==> src/rtl/redmule_x_feeder.sv <==
// redmule_x_feeder
//   Upstream stage of the X buffer. X-operand beats from the streamer are
//   accepted over valid/ready and held in a small FIFO. Each X-buffer load
//   slot gets one load strobe and one data word. Elements past the leftover
//   count in the final block are zero-padded. Block refills are paced against
//   the X-buffer full flag and the controller's block-consume pulse.
//
// Ports
//   clk_i, rst_ni          clock, asynchronous active-low reset
//   clear_i                synchronous clear (flush FIFO, zero counters, IDLE)
//   start_i                tile start pulse, only honoured in IDLE
//   loads_per_block_i      loads per X-buffer block (>=1), sampled at start
//   n_blocks_i             blocks per tile (>=1), sampled at start
//   lftovr_elems_i         valid elements per word in last block, 0 = all
//   x_data_i/x_valid_i     stream input
//   x_ready_o              stream ready
//   buf_full_i             X-buffer full, stalls loads
//   blck_consumed_i        controller consumed the current block
//   load_o/x_buffer_o      X-buffer load strobe and word
//   busy_o                 high outside IDLE
//   done_o                 one-cycle tile completion pulse
module redmule_x_feeder #(
   parameter int unsigned DW         = 288,
   parameter int unsigned BITW       = 16,
   parameter int unsigned FIFO_DEPTH = 2,
   parameter int unsigned CNT_W      = 16
) (
   input  logic                         clk_i,
   input  logic                         rst_ni,
   input  logic                         clear_i,
   input  logic                         start_i,
   input  logic [CNT_W-1:0]             loads_per_block_i,
   input  logic [CNT_W-1:0]             n_blocks_i,
   input  logic [$clog2(DW/BITW):0]     lftovr_elems_i,
   input  logic [DW-1:0]                x_data_i,
   input  logic                         x_valid_i,
   output logic                         x_ready_o,
   input  logic                         buf_full_i,
   input  logic                         blck_consumed_i,
   output logic                         load_o,
   output logic [DW-1:0]                x_buffer_o,
   output logic                         busy_o,
   output logic                         done_o
);

   localparam int unsigned NEL = DW / BITW;
   localparam int unsigned LW  = $clog2(NEL) + 1;
   localparam int unsigned AW  = $clog2(FIFO_DEPTH);
   localparam int unsigned OW  = $clog2(FIFO_DEPTH) + 1;

   typedef enum logic [1:0] {IDLE, FILL, WAIT, DONE} state_t;

   state_t           state_q;
   logic [CNT_W-1:0] load_cnt_q, block_cnt_q;
   logic [CNT_W-1:0] lpb_q, nblk_q;
   logic [LW-1:0]    lftovr_q;
   logic             busy_q, done_q;

   logic [DW-1:0]    fifo_mem [FIFO_DEPTH];
   logic [AW-1:0]    wr_ptr_q, rd_ptr_q;
   logic [OW-1:0]    occ_q;
   logic             fifo_empty, fifo_full, push, pop, flush;
   logic             last_blk;
   logic [DW-1:0]    head_masked;

   always_comb begin
      fifo_empty = (occ_q == '0);
      fifo_full  = (occ_q == OW'(FIFO_DEPTH));
      // Ready depends only on registered occupancy, so a pop while full
      // frees the slot one cycle later.
      x_ready_o  = !fifo_full && ((state_q == FILL) || (state_q == WAIT));
      push       = x_valid_i && x_ready_o;
      load_o     = (state_q == FILL) && !fifo_empty && !buf_full_i;
      pop        = load_o;
      // Leftover FIFO content at tile end is a protocol error; drop it.
      flush      = clear_i || (state_q == DONE);
   end

   always_comb begin
      last_blk    = (block_cnt_q == nblk_q - CNT_W'(1));
      head_masked = fifo_mem[rd_ptr_q];
      if (last_blk && (lftovr_q != '0)) begin
         for (int unsigned e = 0; e < NEL; e++) begin
            if (e >= 32'(lftovr_q)) head_masked[e*BITW +: BITW] = '0;
         end
      end
      x_buffer_o = load_o ? head_masked : '0;
   end

   always_ff @(posedge clk_i) begin
      if (push) fifo_mem[wr_ptr_q] <= x_data_i;
   end

   always_ff @(posedge clk_i or negedge rst_ni) begin
      if (!rst_ni) begin
         wr_ptr_q <= '0;
         rd_ptr_q <= '0;
         occ_q    <= '0;
      end else if (flush) begin
         wr_ptr_q <= '0;
         rd_ptr_q <= '0;
         occ_q    <= '0;
      end else begin
         if (push) wr_ptr_q <= wr_ptr_q + AW'(1);
         if (pop)  rd_ptr_q <= rd_ptr_q + AW'(1);
         case ({push, pop})
            2'b10:   occ_q <= occ_q + OW'(1);
            2'b01:   occ_q <= occ_q - OW'(1);
            default: occ_q <= occ_q;
         endcase
      end
   end

   always_ff @(posedge clk_i or negedge rst_ni) begin
      if (!rst_ni) begin
         state_q     <= IDLE;
         load_cnt_q  <= '0;
         block_cnt_q <= '0;
         lpb_q       <= '0;
         nblk_q      <= '0;
         lftovr_q    <= '0;
         busy_q      <= 1'b0;
         done_q      <= 1'b0;
      end else if (clear_i) begin
         state_q     <= IDLE;
         load_cnt_q  <= '0;
         block_cnt_q <= '0;
         busy_q      <= 1'b0;
         done_q      <= 1'b0;
      end else begin
         case (state_q)
            IDLE: begin
               if (start_i) begin
                  lpb_q       <= loads_per_block_i;
                  nblk_q      <= n_blocks_i;
                  lftovr_q    <= lftovr_elems_i;
                  load_cnt_q  <= '0;
                  block_cnt_q <= '0;
                  busy_q      <= 1'b1;
                  state_q     <= FILL;
               end
            end
            FILL: begin
               if (load_o) begin
                  if (load_cnt_q == lpb_q - CNT_W'(1)) begin
                     load_cnt_q  <= '0;
                     block_cnt_q <= block_cnt_q + CNT_W'(1);
                     state_q     <= WAIT;
                  end else begin
                     load_cnt_q <= load_cnt_q + CNT_W'(1);
                  end
               end
            end
            WAIT: begin
               if (blck_consumed_i) begin
                  if (block_cnt_q == nblk_q) begin
                     done_q  <= 1'b1;
                     state_q <= DONE;
                  end else begin
                     state_q <= FILL;
                  end
               end
            end
            DONE: begin
               done_q  <= 1'b0;
               busy_q  <= 1'b0;
               state_q <= IDLE;
            end
            default: state_q <= IDLE;
         endcase
      end
   end

   assign busy_o = busy_q;
   assign done_o = done_q;

endmodule

==> config.mk <==
export PLATFORM = sky130hd
export DESIGN_NAME = redmule_x_feeder
export DESIGN_NICKNAME = d
export VERILOG_FILES = /design/src/rtl/redmule_x_feeder.sv
export SDC_FILE = /design/constraint.sdc
export NUM_CORES = 1
export LEC_CHECK = 0
export ABC_AREA = 1
export CAP_MARGIN = 5
export CELL_PAD_IN_SITES_DETAIL_PLACEMENT = 1
export CELL_PAD_IN_SITES_GLOBAL_PLACEMENT = 2
export CORE_ASPECT_RATIO = 0.5
export CORE_MARGIN = 4
export CORE_UTILIZATION = 29
export CTS_BUF_LIST = sky130_fd_sc_hd__clkbuf_4 sky130_fd_sc_hd__clkbuf_8 sky130_fd_sc_hd__clkbuf_16
export DETAILED_ROUTE_END_ITERATION = 10
export PLACE_DENSITY = 0.78
export SYNTH_ARGS = -nofsm -noshare
export SYNTH_HDL_FRONTEND = slang
export SYNTH_SLANG_ARGS = --single-unit
==> constraint.sdc <==
create_clock -name clk_i -period 14.4 [get_ports clk_i]
set_clock_uncertainty 0.15 [all_clocks]
set_input_delay 1.44 -clock clk_i [delete_from_list [all_inputs] [get_ports clk_i]]
set_output_delay 1.44 -clock clk_i [all_outputs]
set_load 0.01 [all_outputs]
-- Word level (Yosys, flattened, before mapping)
Memories as Yosys holds them, arrays and structs flattened.
Cells that the tools add are included.
W data, S select, Z words.
- register bits: 78
- output and inout port bits: 292
- memory bits (writable): 576
- logic and storage cells: 129
- memories kept: 1
- input bits: 333
- memories (name ; depth ; bits a word ; read ports ; clocked after Yosys merged registers in ; write ports ; RTL line ; text):
    fifo_mem ; 2 ; 288 ; 1 ; 0 ; 1 ; 59 ; logic [DW-1:0] fifo_mem [FIFO_DEPTH];
- $add $sub $neg: 8
- $lt $le $gt $ge: 18
- reduce and logical (&&, ||, !) cells: 25
- bitwise gates (word level): 1
- equal/unequal tests: 14
- mux-type cells: 51
- operators with widths (cell ; count):
    $mux W288 ; 2
    $mux W16 ; 25
    $pmux W16 S2 ; 2
    $eq A16 B16 Y1 ; 3
    $ge A4 B6 Y1 const A ; 8
    $add A16 B1 Y16 const B ; 2
    $sub A16 B1 Y16 const B ; 2
    $ge A3 B6 Y1 const A ; 4
    $mux W2 ; 7
    $ge A1 B6 Y1 const A ; 2
    $ge A2 B6 Y1 const A ; 2
    $ge A5 B6 Y1 const A ; 2
    $reduce_bool A3 Y1 ; 4
    $mux W1 ; 11
    $ne A3 B3 Y1 const B ; 3
    $reduce_and A3 Y1 ; 3
    $eq A2 B2 Y1 const B ; 4
    $pmux W2 S4 ; 1
    $reduce_and A4 Y1 ; 2
    $ne A3 B2 Y1 const B ; 2
    $reduce_bool A6 Y1 ; 1
    $logic_and A1 B1 Y1 ; 5
    $eq A2 B1 Y1 const B ; 2
    $logic_not A2 Y1 ; 2
    other kinds (10) ; 16

-- Logic depth before layout (Yosys ltp)
- word-level depth: 7
- mapped depth: 17
- depth with buffers taken out: 16

-- Least setup slack after synthesis
Ideal clock, no wire load.
- kind: input to register
- start: in x_valid_i
- end: mem fifo_mem[0][0] (enable)
- stages: 2
- library setup time: 944 ps
- required time: 13306 ps
- buffers on the path: 0
- setup slack: -188 ps
- data arrival time: 13494 ps
- path through: nand2_1 -> nor2_1
- word-level cells in the longest chain between the ends: 3
- RTL lines (what ; RTL line ; text):
    from (decl) ; 36 ; input logic x_valid_i,
    $logic_and A1 B1 Y1 ; 72 ; push = x_valid_i && x_ready_o;
    $mux W1 ; 91 ; if (push) fifo_mem[wr_ptr_q] <= x_data_i;
    $mux W1 (not written as such) ; 91 ;
    to (decl) ; 59 ;
No other way between the ends.

-- Final worst setup path
- start: reg state_q[1]
- end: out x_buffer_o[209]
- word-level cells in the longest chain between the ends: 4
- RTL lines (what ; RTL line ; text):
    from (decl) ; 53 ; state_t state_q;
    from (signal assigned) ; 116 ; state_q <= IDLE;
    from (signal assigned) ; 125 ; state_q <= IDLE;
    from (signal assigned) ; 140 ; state_q <= FILL;
    $eq A2 B1 Y1 ; 73 ; load_o = (state_q == FILL) && !fifo_empty && !buf_full_i;
    $logic_and A1 B1 Y1 (2 in series) ; 73 ;
    $mux W288 ; 87 ; x_buffer_o = load_o ? head_masked : '0;
    to (decl) ; 41 ; output logic [DW-1:0] x_buffer_o,
No other way between the ends.

==> Implementation_results.wiki <==
{| class="wikitable"
! Metric !! Value
|-
| Flip-flop and latch area || 19300 sq um
|-
| Initial core utilization || 0.294
|-
| Overall global routing resource usage || 0.187
|-
| # clock sinks || 654
|-
| DP HPWL || 66700 um
|-
| Switching power as a share of total power || 0.310
|-
| Pleak || 14.4 nW
|-
| Number of detailed-route iterations in the first pass || 5
|-
| Number of filler cells placed in the layout || 10500
|-
| FF-to-FF path depth || 9
|-
| Antenna Nets Post-Route || 0
|-
| M1 wire length || 37600 um
|-
| Clock period minus final worst setup slack || 6970 ps
|-
| Core region area || 95800 sq um
|-
| Buffer type at the clock tree root || sky130_fd_sc_hd__clkbuf_16
|-
| Classification of the worst setup path || reg -> out
|-
| Gpl congestion || 0.841
|-
| Cell accounting for the most synthesized area || sky130_fd_sc_hd__edfxtp_1
|-
| FF+latch count, synth || 654
|-
| Sum of routed wire length over all layers || 98800 um
|-
| Arrival time at the worst endpoint || 5380 ps
|-
| Net switching power || 1.83 mW
|-
| Highest ir drop seen on vdd || 0.113 mV
|-
| Highest metal layer with signal wires || met5
|-
| Drt wl/cell || 21.6 um
|-
| Longest Clk Path Bufs || 3
|-
| Vias in the first global route || 22200
|-
| Library cells used by synthesis || 39
|-
| DRC marker count from the first detailed-route iteration || 1290
|-
| Status || completed
|-
| Post-placement cell area || 35600 sq um
|-
| DRC violations left || 0
|-
| Area enclosed by the die boundary || 102000 sq um
|-
| Number of antenna violations at the first check in global routing || 30
|-
| Share of final-layout standard cells stronger than drive strength 1 || 0.0591
|-
| Number of setup violations in the final report || 0
|-
| Number of primary I/O pins || 625
|-
| Slew at the pin with the worst max-slew slack || 1150 ps
|-
| Min-Delay Path Class || reg -> reg
|-
| Count of buffers added by post-CTS timing repair for setup || 0
|-
| Kind of start point of the critical path || flop
|-
| Headroom to the max-slew limit || 0.231
|-
| Yosys top cell area share || 0.614
|-
| Internal power summed over all cells || 4.09 mW
|-
| Max FO, Critical Path || 84
|-
| Count of cells along the worst hold path || 2
|-
| Number of placement rows || 80
|-
| Port-buffer cells || 624
|-
| Net count after synthesis || 2976
|-
| Cell types with the largest area share after synthesis || sky130_fd_sc_hd__edfxtp_1 (61%), sky130_fd_sc_hd__nor2_1 (11%), sky130_fd_sc_hd__dfrtp_1 (6.9%), sky130_fd_sc_hd__nand2_1 (3.8%), sky130_fd_sc_hd__o21ai_0 (3.0%)
|-
| Top-count cell post-synth || sky130_fd_sc_hd__nor2_1
|-
| Most common library cells after synthesis || sky130_fd_sc_hd__nor2_1 (842), sky130_fd_sc_hd__edfxtp_1 (576), sky130_fd_sc_hd__nand2_1 (286)
|-
| Finished layout cell area || 38000 sq um
|-
| Total CTS buffers || 68
|-
| Count of placed standard cells in the final layout, fillers left out || 4569
|-
| Startpoint of the lowest-slack register-to-register path || state_q[0]$_DFFE_PN0P_
|-
| Vias per Instance || 4.66
|-
| NumNets Final || 3556
|-
| Number of buffers inserted by hold repair at cts || 0
|-
| Count of endpoints failing hold in the final timing report || 0
|-
| Total congestion overflow after global routing || 0
|-
| Gate count of the mapped netlist || 2635
|-
| Vertical die dimension || 228 um
|-
| Proportion of synthesized chip area in sequential cells || 0.683
|-
| Hold path endpoint || busy_o$_DFFE_PN0P_
|-
| Fraction of registers with async set or reset after synthesis || 0.119
|-
| Number of levels the H-tree was split into || 3
|-
| First-pass GRT wire length || 145000 um
|-
| Maximum clock frequency || 143 MHz
|-
| Most used flip-flop cell after synthesis || sky130_fd_sc_hd__edfxtp_1
|-
| End of the worst register-to-register path || fifo_mem[0][157]$_DFFE_PP_
|-
| Via count || 21300
|-
| Clock-pin slew on the worst setup and hold paths || 60 ps
|-
| Post-synth EDFFs || 576
|-
| Power per Cell Area || 156 nW/um^2
|-
| Post-cts sizing count || 0
|-
| Gate power share || 0.236
|-
| Kind of capture point of the worst setup path || output pin
|-
| Clock insertion delay at the later pin of the skew report || 640 ps
|-
| RSZ-0062 raised after global routing || false
|-
| Wire length on met2 || 53700 um
|-
| Avg Cell Area, Syn || 10.7 sq um
|-
| Area of the mapped netlist || 28200 sq um
|-
| Area growth syn-to-layout || 35.1%
|-
| Max Cap Violations || 0
|-
| Multi-input gate area || 7750 sq um
|-
| Worst hold start || busy_o$_DFFE_PN0P_
|-
| Part of the power in registers || 0.447
|-
| Clk pwr share || 0.317
|-
| Max-slew violation total from the final report || 0
|-
| Final Power || 5.92 mW
|-
| Ratio of final minimum period to clock period || 0.484
|-
| Pin count of the biggest net entering global routing || 192
|-
| Data required time at the worst endpoint || 12810 ps
|-
| Worst setup slack for register-to-register paths || 9440 ps
|-
| Placed insts || 4416
|-
| Clock tree from TritonCTS || yes
|-
| Total length of routed met3 wires || 3100 um
|-
| YS warnings || 0
|-
| Die X || 449 um
|}
-- metal layers --
metal	track usage	up-vias
met3	0.0323	171
met5	0	-
met1	0.207	10700
li1	-	10000
met4	0.0929	2
met2	0.346	387
-- per-stage QoR --
step                      utilization  setup WS, ps  hold slack [ps]  TNS, ps
final                           0.397          7430              351        0
after global routing            0.397          7010              399        0
after CTS                       0.396          7300              349        0
after detailed placement        0.372          7430              331        0
after global placement          0.372          7380              333        0
after floorplan                     -          -188              350  -108220
-- power groups by stage --
stage          combinational, mW  clock (mW)  sequential, mW
2_1_floorplan              0.813           0            2.78
3_3_place_gp                1.39           0            2.67
3_5_place_dp                1.42           0            2.69
4_1_cts                     1.43        1.93            2.65
5_1_grt                     1.55        2.02            2.68
6_report                    1.40        1.88            2.64
-- sequential cells by signal, indices dropped and copies added, names as in the netlist --
signal	cells
block_cnt_q	16
busy_o	1
done_o	1
fifo_mem	576
lftovr_q	6
load_cnt_q	16
lpb_q	16
nblk_q	16
occ_q	2
rd_ptr_q	1
state_q	2
wr_ptr_q	1
-- logic make-up after synthesis --
kind of cell / after synthesis / synth area share
adders and majority gates: 8 / 0.00355
muxes: 40 / 0.0153
xor gates and xnor gates: 52 / 0.0162
AOI/OAI and AO/OA: 202 / 0.0369
and+or+nand+nor: 1378 / 0.202
DFF: 654 / 0.683
buffers and inverters: 301 / 0.0426
-- worst max path at each step --
stage / start / endpoint / slack (ps) / cells past startpoint
after global routing: state_q[1]$_DFFE_PN0P_ / x_buffer_o[89] / 7010 / 11
final: state_q[1]$_DFFE_PN0P_ / x_buffer_o[209] / 7430 / 11
after global placement: buf_full_i / x_buffer_o[97] / 7380 / 9
after detailed placement: buf_full_i / x_buffer_o[121] / 7430 / 9
after CTS: state_q[1]$_DFFE_PN0P_ / x_buffer_o[80] / 7300 / 11
after floorplan: x_valid_i / fifo_mem[0][0]$_DFFE_PP_ / -190 / 2
-- critical path, stage by stage, from the launching register on --
cell and delay [ps]:
sky130_fd_sc_hd__dfrtp_1 440, sky130_fd_sc_hd__inv_1 90, sky130_fd_sc_hd__ha_1 270, sky130_fd_sc_hd__inv_1 430, sky130_fd_sc_hd__nor2_1 190, sky130_fd_sc_hd__nand2_4 530
sky130_fd_sc_hd__buf_4 780, sky130_fd_sc_hd__buf_4 930, sky130_fd_sc_hd__nor3_1 100, sky130_fd_sc_hd__nand2_1 110, sky130_fd_sc_hd__inv_1 90, sky130_fd_sc_hd__clkdlybuf4s50_1 500
-- final cells by class --
class | count | area share
sequential | 654 | 0.506
multi-input combinational | 1680 | 0.204
timing repair buffer | 640 | 0.168
clock buffer | 90 | 0.0508
tap | 1271 | 0.0418
inverter | 171 | 0.0171
clock inverter | 33 | 0.0105
antenna | 30 | 0.00197
-- placed cells by master (no fill, tap or decap), drive strengths merged, types with 22 or more instances in the layout --
master         count
a21oi             22
nand3             62
clkbuf            90
clkdlybuf4s50    623
xor2              34
edfxtp           576
dfrtp             78
nor2             858
mux2              24
nand2            288
diode             30
nor3             133
inv              175
o21ai            170
Note: power is estimated with default switching activity, not from simulation.
